[config.mk]
export PLATFORM = sky130hd
export DESIGN_NAME = ik_swift_hps_st_channel_arbiter_flat
export DESIGN_NICKNAME = d
export VERILOG_FILES = /design/src/rtl/ik_swift_hps_st_channel_arbiter_if.sv /design/src/rtl/ik_swift_hps_st_channel_arbiter.sv /design/src/flat_wrapper.sv
export SDC_FILE = /design/constraint.sdc
export NUM_CORES = 1
export LEC_CHECK = 0
export ABC_AREA = 1
export BUFFER_PORTS_ARGS = -buffer_cell sky130_fd_sc_hd__buf_2
export CORE_MARGIN = 2
export CORE_UTILIZATION = 42
export DETAILED_ROUTE_END_ITERATION = 10
export MAX_ROUTING_LAYER = met4
export PLACE_DENSITY = 0.77
export SLEW_MARGIN = 20
export SYNTH_ARGS = -nofsm -noshare
export SYNTH_HDL_FRONTEND = slang
export SYNTH_SLANG_ARGS = --single-unit
[constraint.sdc]
create_clock -name clk -period 2 [get_ports clk]
set_clock_uncertainty 0.2 [all_clocks]
set_input_delay 0.1 -clock clk [delete_from_list [all_inputs] [get_ports clk]]
set_output_delay 0.1 -clock clk [all_outputs]
set_load 0.1 [all_outputs]
[src/rtl/ik_swift_hps_st_channel_arbiter_if.sv]
// Avalon-ST fan-in bundle for the HPS packet channel arbiter: NUM_IN source
// streams in, one channel-tagged stream out, plus status.
interface ik_swift_hps_st_channel_arbiter_if #(
  parameter int unsigned NUM_IN = 4,
  parameter int unsigned DATA_W = 8,
  parameter int unsigned CHAN_W = 8
);
  logic [NUM_IN-1:0]        in_valid;
  logic [NUM_IN*DATA_W-1:0] in_data;
  logic [NUM_IN-1:0]        in_startofpacket;
  logic [NUM_IN-1:0]        in_endofpacket;
  logic [NUM_IN-1:0]        in_ready;
  logic                     out_ready;
  logic                     out_valid;
  logic [DATA_W-1:0]        out_data;
  logic                     out_startofpacket;
  logic                     out_endofpacket;
  logic [CHAN_W-1:0]        out_channel;
  logic                     busy;
  logic                     err_sop;

  // Environment side: drives the sources and downstream ready.
  modport master (
    output in_valid, in_data, in_startofpacket, in_endofpacket, out_ready,
    input  in_ready, out_valid, out_data, out_startofpacket, out_endofpacket,
    input  out_channel, busy, err_sop
  );

  // Arbiter side.
  modport slave (
    input  in_valid, in_data, in_startofpacket, in_endofpacket, out_ready,
    output in_ready, out_valid, out_data, out_startofpacket, out_endofpacket,
    output out_channel, busy, err_sop
  );
endinterface

[src/rtl/ik_swift_hps_st_channel_arbiter.sv]
// Packet-atomic round-robin arbiter: locks a grant for a whole packet and
// forwards granted beats through one registered stage tagged with the source.
module ik_swift_hps_st_channel_arbiter #(
  parameter int unsigned NUM_IN = 4,
  parameter int unsigned DATA_W = 8,
  parameter int unsigned CHAN_W = 8
) (
  input logic                              clk,
  input logic                              reset_n,
  ik_swift_hps_st_channel_arbiter_if.slave bus
);

  localparam int unsigned IdxW = (NUM_IN > 1) ? $clog2(NUM_IN) : 1;

  typedef logic [IdxW-1:0] idx_t;
  typedef enum logic {StIdle, StBusy} state_e;

  state_e            state_q, state_d;
  idx_t              grant_q, grant_d;
  idx_t              last_grant_q, last_grant_d;
  logic              out_valid_q, out_valid_d;
  logic [DATA_W-1:0] out_data_q, out_data_d;
  logic              out_sop_q, out_sop_d;
  logic              out_eop_q, out_eop_d;
  idx_t              chan_q, chan_d;

  logic [NUM_IN-1:0] in_ready;
  logic              err_sop;
  logic              load;
  logic              stage_free;
  idx_t              winner;
  logic [DATA_W-1:0] in_data_arr [NUM_IN];

  // First requester after 'last', wrapping around.
  function automatic idx_t rr_pick(input logic [NUM_IN-1:0] req, input idx_t last);
    idx_t        pick;
    idx_t        cand;
    logic        found;
    int unsigned idx;
    pick  = '0;
    found = 1'b0;
    for (int unsigned k = 1; k <= NUM_IN; k++) begin
      idx  = (32'(last) + k) % NUM_IN;
      cand = idx_t'(idx);
      if (!found && req[cand]) begin
        found = 1'b1;
        pick  = cand;
      end
    end
    return pick;
  endfunction

  for (genvar gi = 0; gi < NUM_IN; gi++) begin : g_unpack
    assign in_data_arr[gi] = bus.in_data[gi*DATA_W +: DATA_W];
  end

  assign winner     = rr_pick(bus.in_valid, last_grant_q);
  assign stage_free = !out_valid_q || bus.out_ready;

  // Arbitration / packet-lock next state and per-source ready.
  always_comb begin
    state_d      = state_q;
    grant_d      = grant_q;
    last_grant_d = last_grant_q;
    in_ready     = '0;
    err_sop      = 1'b0;
    load         = 1'b0;
    case (state_q)
      StIdle: begin
        if (|bus.in_valid) begin
          if (bus.in_startofpacket[winner]) begin
            grant_d = winner;
            state_d = StBusy;
          end else begin
            // Orphan mid-packet beat: swallow it and move the pointer on.
            in_ready[winner] = 1'b1;
            err_sop          = 1'b1;
            last_grant_d     = winner;
          end
        end
      end
      StBusy: begin
        in_ready[grant_q] = stage_free;
        if (bus.in_valid[grant_q] && stage_free) begin
          load = 1'b1;
          if (bus.in_endofpacket[grant_q]) begin
            state_d      = StIdle;
            last_grant_d = grant_q;
          end
        end
      end
      default: state_d = StIdle;
    endcase
    // Nothing is accepted while reset is held.
    if (!reset_n) begin
      in_ready = '0;
      err_sop  = 1'b0;
    end
  end

  // Output stage: load on transfer, drop valid when drained, otherwise hold.
  always_comb begin
    out_valid_d = out_valid_q;
    out_data_d  = out_data_q;
    out_sop_d   = out_sop_q;
    out_eop_d   = out_eop_q;
    chan_d      = chan_q;
    if (load) begin
      out_valid_d = 1'b1;
      out_data_d  = in_data_arr[grant_q];
      out_sop_d   = bus.in_startofpacket[grant_q];
      out_eop_d   = bus.in_endofpacket[grant_q];
      chan_d      = grant_q;
    end else if (bus.out_ready) begin
      out_valid_d = 1'b0;
    end
  end

  // State and output registers, synchronous active-low reset.
  always_ff @(posedge clk) begin
    if (!reset_n) begin
      state_q      <= StIdle;
      grant_q      <= '0;
      last_grant_q <= idx_t'(NUM_IN - 1);
      out_valid_q  <= 1'b0;
      out_data_q   <= '0;
      out_sop_q    <= 1'b0;
      out_eop_q    <= 1'b0;
      chan_q       <= '0;
    end else begin
      state_q      <= state_d;
      grant_q      <= grant_d;
      last_grant_q <= last_grant_d;
      out_valid_q  <= out_valid_d;
      out_data_q   <= out_data_d;
      out_sop_q    <= out_sop_d;
      out_eop_q    <= out_eop_d;
      chan_q       <= chan_d;
    end
  end

  assign bus.in_ready          = in_ready;
  assign bus.err_sop           = err_sop;
  assign bus.busy              = (state_q == StBusy);
  assign bus.out_valid         = out_valid_q;
  assign bus.out_data          = out_data_q;
  assign bus.out_startofpacket = out_sop_q;
  assign bus.out_endofpacket   = out_eop_q;
  assign bus.out_channel       = CHAN_W'(chan_q);

endmodule

[src/flat_wrapper.sv]
// flat-port wrapper written by rule: the top's interface ports become plain ports
module ik_swift_hps_st_channel_arbiter_flat 
#(
  parameter int unsigned NUM_IN = 4,
  parameter int unsigned DATA_W = 8,
  parameter int unsigned CHAN_W = 8
)
  (clk, reset_n, bus_in_valid, bus_in_data, bus_in_startofpacket, bus_in_endofpacket, bus_out_ready, bus_in_ready, bus_out_valid, bus_out_data, bus_out_startofpacket, bus_out_endofpacket, bus_out_channel, bus_busy, bus_err_sop);
  ik_swift_hps_st_channel_arbiter_if #(.NUM_IN(NUM_IN), .DATA_W(DATA_W), .CHAN_W(CHAN_W)) bus_i ();
  input logic clk;
  input logic reset_n;
  input wire logic [$bits(bus_i.in_valid)-1:0] bus_in_valid;
  input wire logic [$bits(bus_i.in_data)-1:0] bus_in_data;
  input wire logic [$bits(bus_i.in_startofpacket)-1:0] bus_in_startofpacket;
  input wire logic [$bits(bus_i.in_endofpacket)-1:0] bus_in_endofpacket;
  input wire logic [$bits(bus_i.out_ready)-1:0] bus_out_ready;
  output wire logic [$bits(bus_i.in_ready)-1:0] bus_in_ready;
  output wire logic [$bits(bus_i.out_valid)-1:0] bus_out_valid;
  output wire logic [$bits(bus_i.out_data)-1:0] bus_out_data;
  output wire logic [$bits(bus_i.out_startofpacket)-1:0] bus_out_startofpacket;
  output wire logic [$bits(bus_i.out_endofpacket)-1:0] bus_out_endofpacket;
  output wire logic [$bits(bus_i.out_channel)-1:0] bus_out_channel;
  output wire logic [$bits(bus_i.busy)-1:0] bus_busy;
  output wire logic [$bits(bus_i.err_sop)-1:0] bus_err_sop;
  assign bus_i.in_valid = bus_in_valid;
  assign bus_i.in_data = bus_in_data;
  assign bus_i.in_startofpacket = bus_in_startofpacket;
  assign bus_i.in_endofpacket = bus_in_endofpacket;
  assign bus_i.out_ready = bus_out_ready;
  assign bus_in_ready = bus_i.in_ready;
  assign bus_out_valid = bus_i.out_valid;
  assign bus_out_data = bus_i.out_data;
  assign bus_out_startofpacket = bus_i.out_startofpacket;
  assign bus_out_endofpacket = bus_i.out_endofpacket;
  assign bus_out_channel = bus_i.out_channel;
  assign bus_busy = bus_i.busy;
  assign bus_err_sop = bus_i.err_sop;
  ik_swift_hps_st_channel_arbiter #(.NUM_IN(NUM_IN), .DATA_W(DATA_W), .CHAN_W(CHAN_W)) u_core (.clk(clk), .reset_n(reset_n), .bus(bus_i));
endmodule
==> out/qor.txt <==
status -> complete, but fails checks
violated checks -> negative setup slack
initial antenna violation count -> 0
clock-pin transition on the worst setup and hold timing paths -> 110 ps
number of synthesized flops with an enable pin -> 0
Final Hold Viols -> 0
crit start category -> flip-flop
Critical Path Fanout Max -> 8
worst setup margin -> -690 ps
critical path type -> reg2out
vias in the first global route -> 2057
Synth top cells by count -> nand2_1, nand3_1, dfxtp_1, a21oi_1
chip width -> 63.0 um
YS warnings -> 0
most area-consuming cells after synthesis -> dfxtp_1, nand2_1, nand2_4
Die Span Y -> 63.0 um
I/O pins -> 72
Fillers -> 235
post-synthesis sequential area ratio -> 24.7%
R2R setup slack -> -350 ps
Port Buffers -> 65
sequential power share -> 11.6%
maximum VDD drop -> 1.05 mV
DP Wirelength -> 3.27 mm
Synth area leader -> dfxtp_1
Sw Pwr -> 3040 uW
Final Setup Violations -> 10
fin. max-slew vios -> 0
Multi-input gate area -> 1150 um^2
total wire length -> 5.86 mm
Reg area -> 370 um^2
Hold Path Class -> in2reg
post-route DRC violation count -> 0
Hold EP -> u_core.bus.out_data[3]
dominant cell by count in the synthesized netlist -> nand2_1
initial core utilization -> 43.8%
CTS tree -> done
DRT iter0 DRCs -> 133
setup_tns -> -4900 ps
RePlAce Congestion -> 0.876
Sw Ratio -> 58.8%
CTS Sinks -> 18
Peak Freq -> 372 MHz
Layout Nets -> 366
n_diodes -> 0
CTS Buf Count -> 3
grt total ovfl -> 0
RSZ-0062 raised after global routing -> yes
Int Pwr -> 2130 uW
vias per cell -> 5.46
crit path time final -> 2690 ps
overall power -> 5170 uW
die area -> 3960 um^2
largest net degree at the start of global routing -> 23
cell leakage power -> 0.00126 uW
Area growth syn-to-layout -> 75.7%
Worst Hold Path Cells -> 4
post-synthesis cell type count -> 29
TritonRoute pass-1 iters -> 5
share of cells above drive strength 1 -> 49.2%
Seq cells post-synth -> 18
Avg WL per Cell -> 16.2 um
r2r endpoint -> u_core.last_grant_q[1]
cell row count -> 21
Avg Cell Area, Syn -> 7.09 um^2
Worst Path Arrival -> 2390 ps
Tcrit/Tclk final -> 134%
clock latency on the worst-skew pair -> 300 ps
Hold Slack -> 3.71 ps
clock buffer depth -> 2
reg2reg path depth -> 17
R2R Path Start -> u_core.last_grant_q[0]
P per Cell Area -> 2010 nW/um^2
synthesized cell area -> 1460 um^2
first-pass GRT wire length -> 9.67 mm
crit end category -> output pin
max-cap viol count -> 0
HP Start -> bus_in_data[3]
H-tree depth -> 1
Util after Layout -> 76.9%
vias after detailed routing -> 1983
Post-DRT Antenna Nets -> 0
Synth top area share -> 24.7%
combinational power share -> 84.8%
CTS Root Cell -> clkbuf_4
Clk pwr share -> 3.6%
Async S/R FF share, synth -> 0%
Primary FF master, synth -> dfxtp_1
GRT Total Usage -> 31.2%
Setup WS pre-CTS -> -288 ps
Required @ worst endpoint -> 1700 ps
core area -> 3340 um^2
Synth Instances -> 206
cells in the final DEF, fill, tap and decap left out, types with 2 or more instances in the layout:
cell,count
conb_1,6
a221oi_1,9
a21oi_1,14
inv_1,14
buf_4,20
buf_6,4
o21ai_0,4
nand2_1,23
o21ai_1,9
clkbuf_4,3
o21ai_4,2
nor2_4,2
nand3_1,12
dfxtp_4,2
a22o_1,9
inv_2,2
nor2_1,8
dfxtp_1,14
dlygate4sd3_1,27
nand3_2,7
nand2_4,21
nand4_1,6
nand2_8,2
buf_2,60
buf_12,6
dfxtp_2,2
a22oi_1,2
nand2_2,15
a21oi_2,2
stage by stage:
stage	instance area (um^2)	std cells
3_5_place_dp	2120	328
4_1_cts	2500	363
5_1_grt	2570	363
6_report	2570	363
2_1_floorplan	1580	211
3_3_place_gp	2120	328
per-layer routing:
| layer | routed length [um] | up-vias | track usage (%) |
|---|---|---|---|
| li1 | - | 937 | - |
| met1 | 2160 | 899 | 34.1 |
| met2 | 3000 | 115 | 55.2 |
| met3 | 424 | 32 | 4.32 |
| met4 | 278 | 0 | 15.0 |
| met5 | 0 | - | - |
registers in the layout, indices dropped and copies added, names as in the netlist:
signal                        count
u_core.chan_q                     2
u_core.bus.out_data               8
u_core.last_grant_q               2
u_core.bus.out_valid              1
u_core.bus.out_startofpacket      1
u_core.bus.busy                   1
u_core.bus.out_endofpacket        1
u_core.grant_q                    2
worst max-delay path by stage:
stage	to	slack [ps]	from	cells past startpoint
after floorplan	bus_in_ready[0]	-560	u_core.last_grant_q[0]	16
after global placement	bus_in_ready[3]	-220	u_core.last_grant_q[0]	15
after detailed placement	bus_in_ready[3]	-290	u_core.last_grant_q[0]	15
after CTS	bus_in_ready[3]	-560	u_core.last_grant_q[0]	15
after global routing	bus_in_ready[2]	-790	u_core.last_grant_q[0]	14
final	bus_in_ready[3]	-690	u_core.last_grant_q[0]	15
timing repair:
action	4_1_cts	5_1_grt
pin swaps	23	9
setup endpoints to repair	10	17
endpoints found under the hold margin	11	0
gates resized for setup	13	18
setup buffers	5	0
hold buffers	27	0
power groups by stage:
stage | Combinational, uW | Sequential [uW] | Clock (uW)
2_1_floorplan | 2190 | 1170 | 0
3_3_place_gp | 3770 | 575 | 0
3_5_place_dp | 3810 | 577 | 0
4_1_cts | 4080 | 581 | 182
5_1_grt | 4630 | 609 | 200
6_report | 4380 | 598 | 187
logic make-up (layout without fill, tap and decap cells):
kind of cell	Yosys count	count (layout)	synth area share, %
and+or+nand+nor	101	101	39.7
AOI/OAI and AO/OA	54	54	25.1
buffers and inverters	32	138	10.3
DFF	18	18	24.7
other	1	6	0.257
critical path: stages (launching register included):
cell     delay [ps]
dfxtp_4         390
buf_12          150
nand2_4          60
nand2_4          60
nand2_4          90
nand2_4          80
nor2_8          130
nand4_1         160
nand2_2         190
inv_2            90
nand2_4          70
nand3_4          90
nor2_4          190
nand2_4          90
nand2_8          70
buf_12          170
cell type report:
type / count / area share (%)
multi-input cells: 161 / 45.0
repair buffers: 117 / 34.5
flip-flops and latches: 18 / 14.4
inverters: 18 / 2.93
well taps: 46 / 2.24
clock buffers: 3 / 0.878
Power figures use the tool's default switching activity.
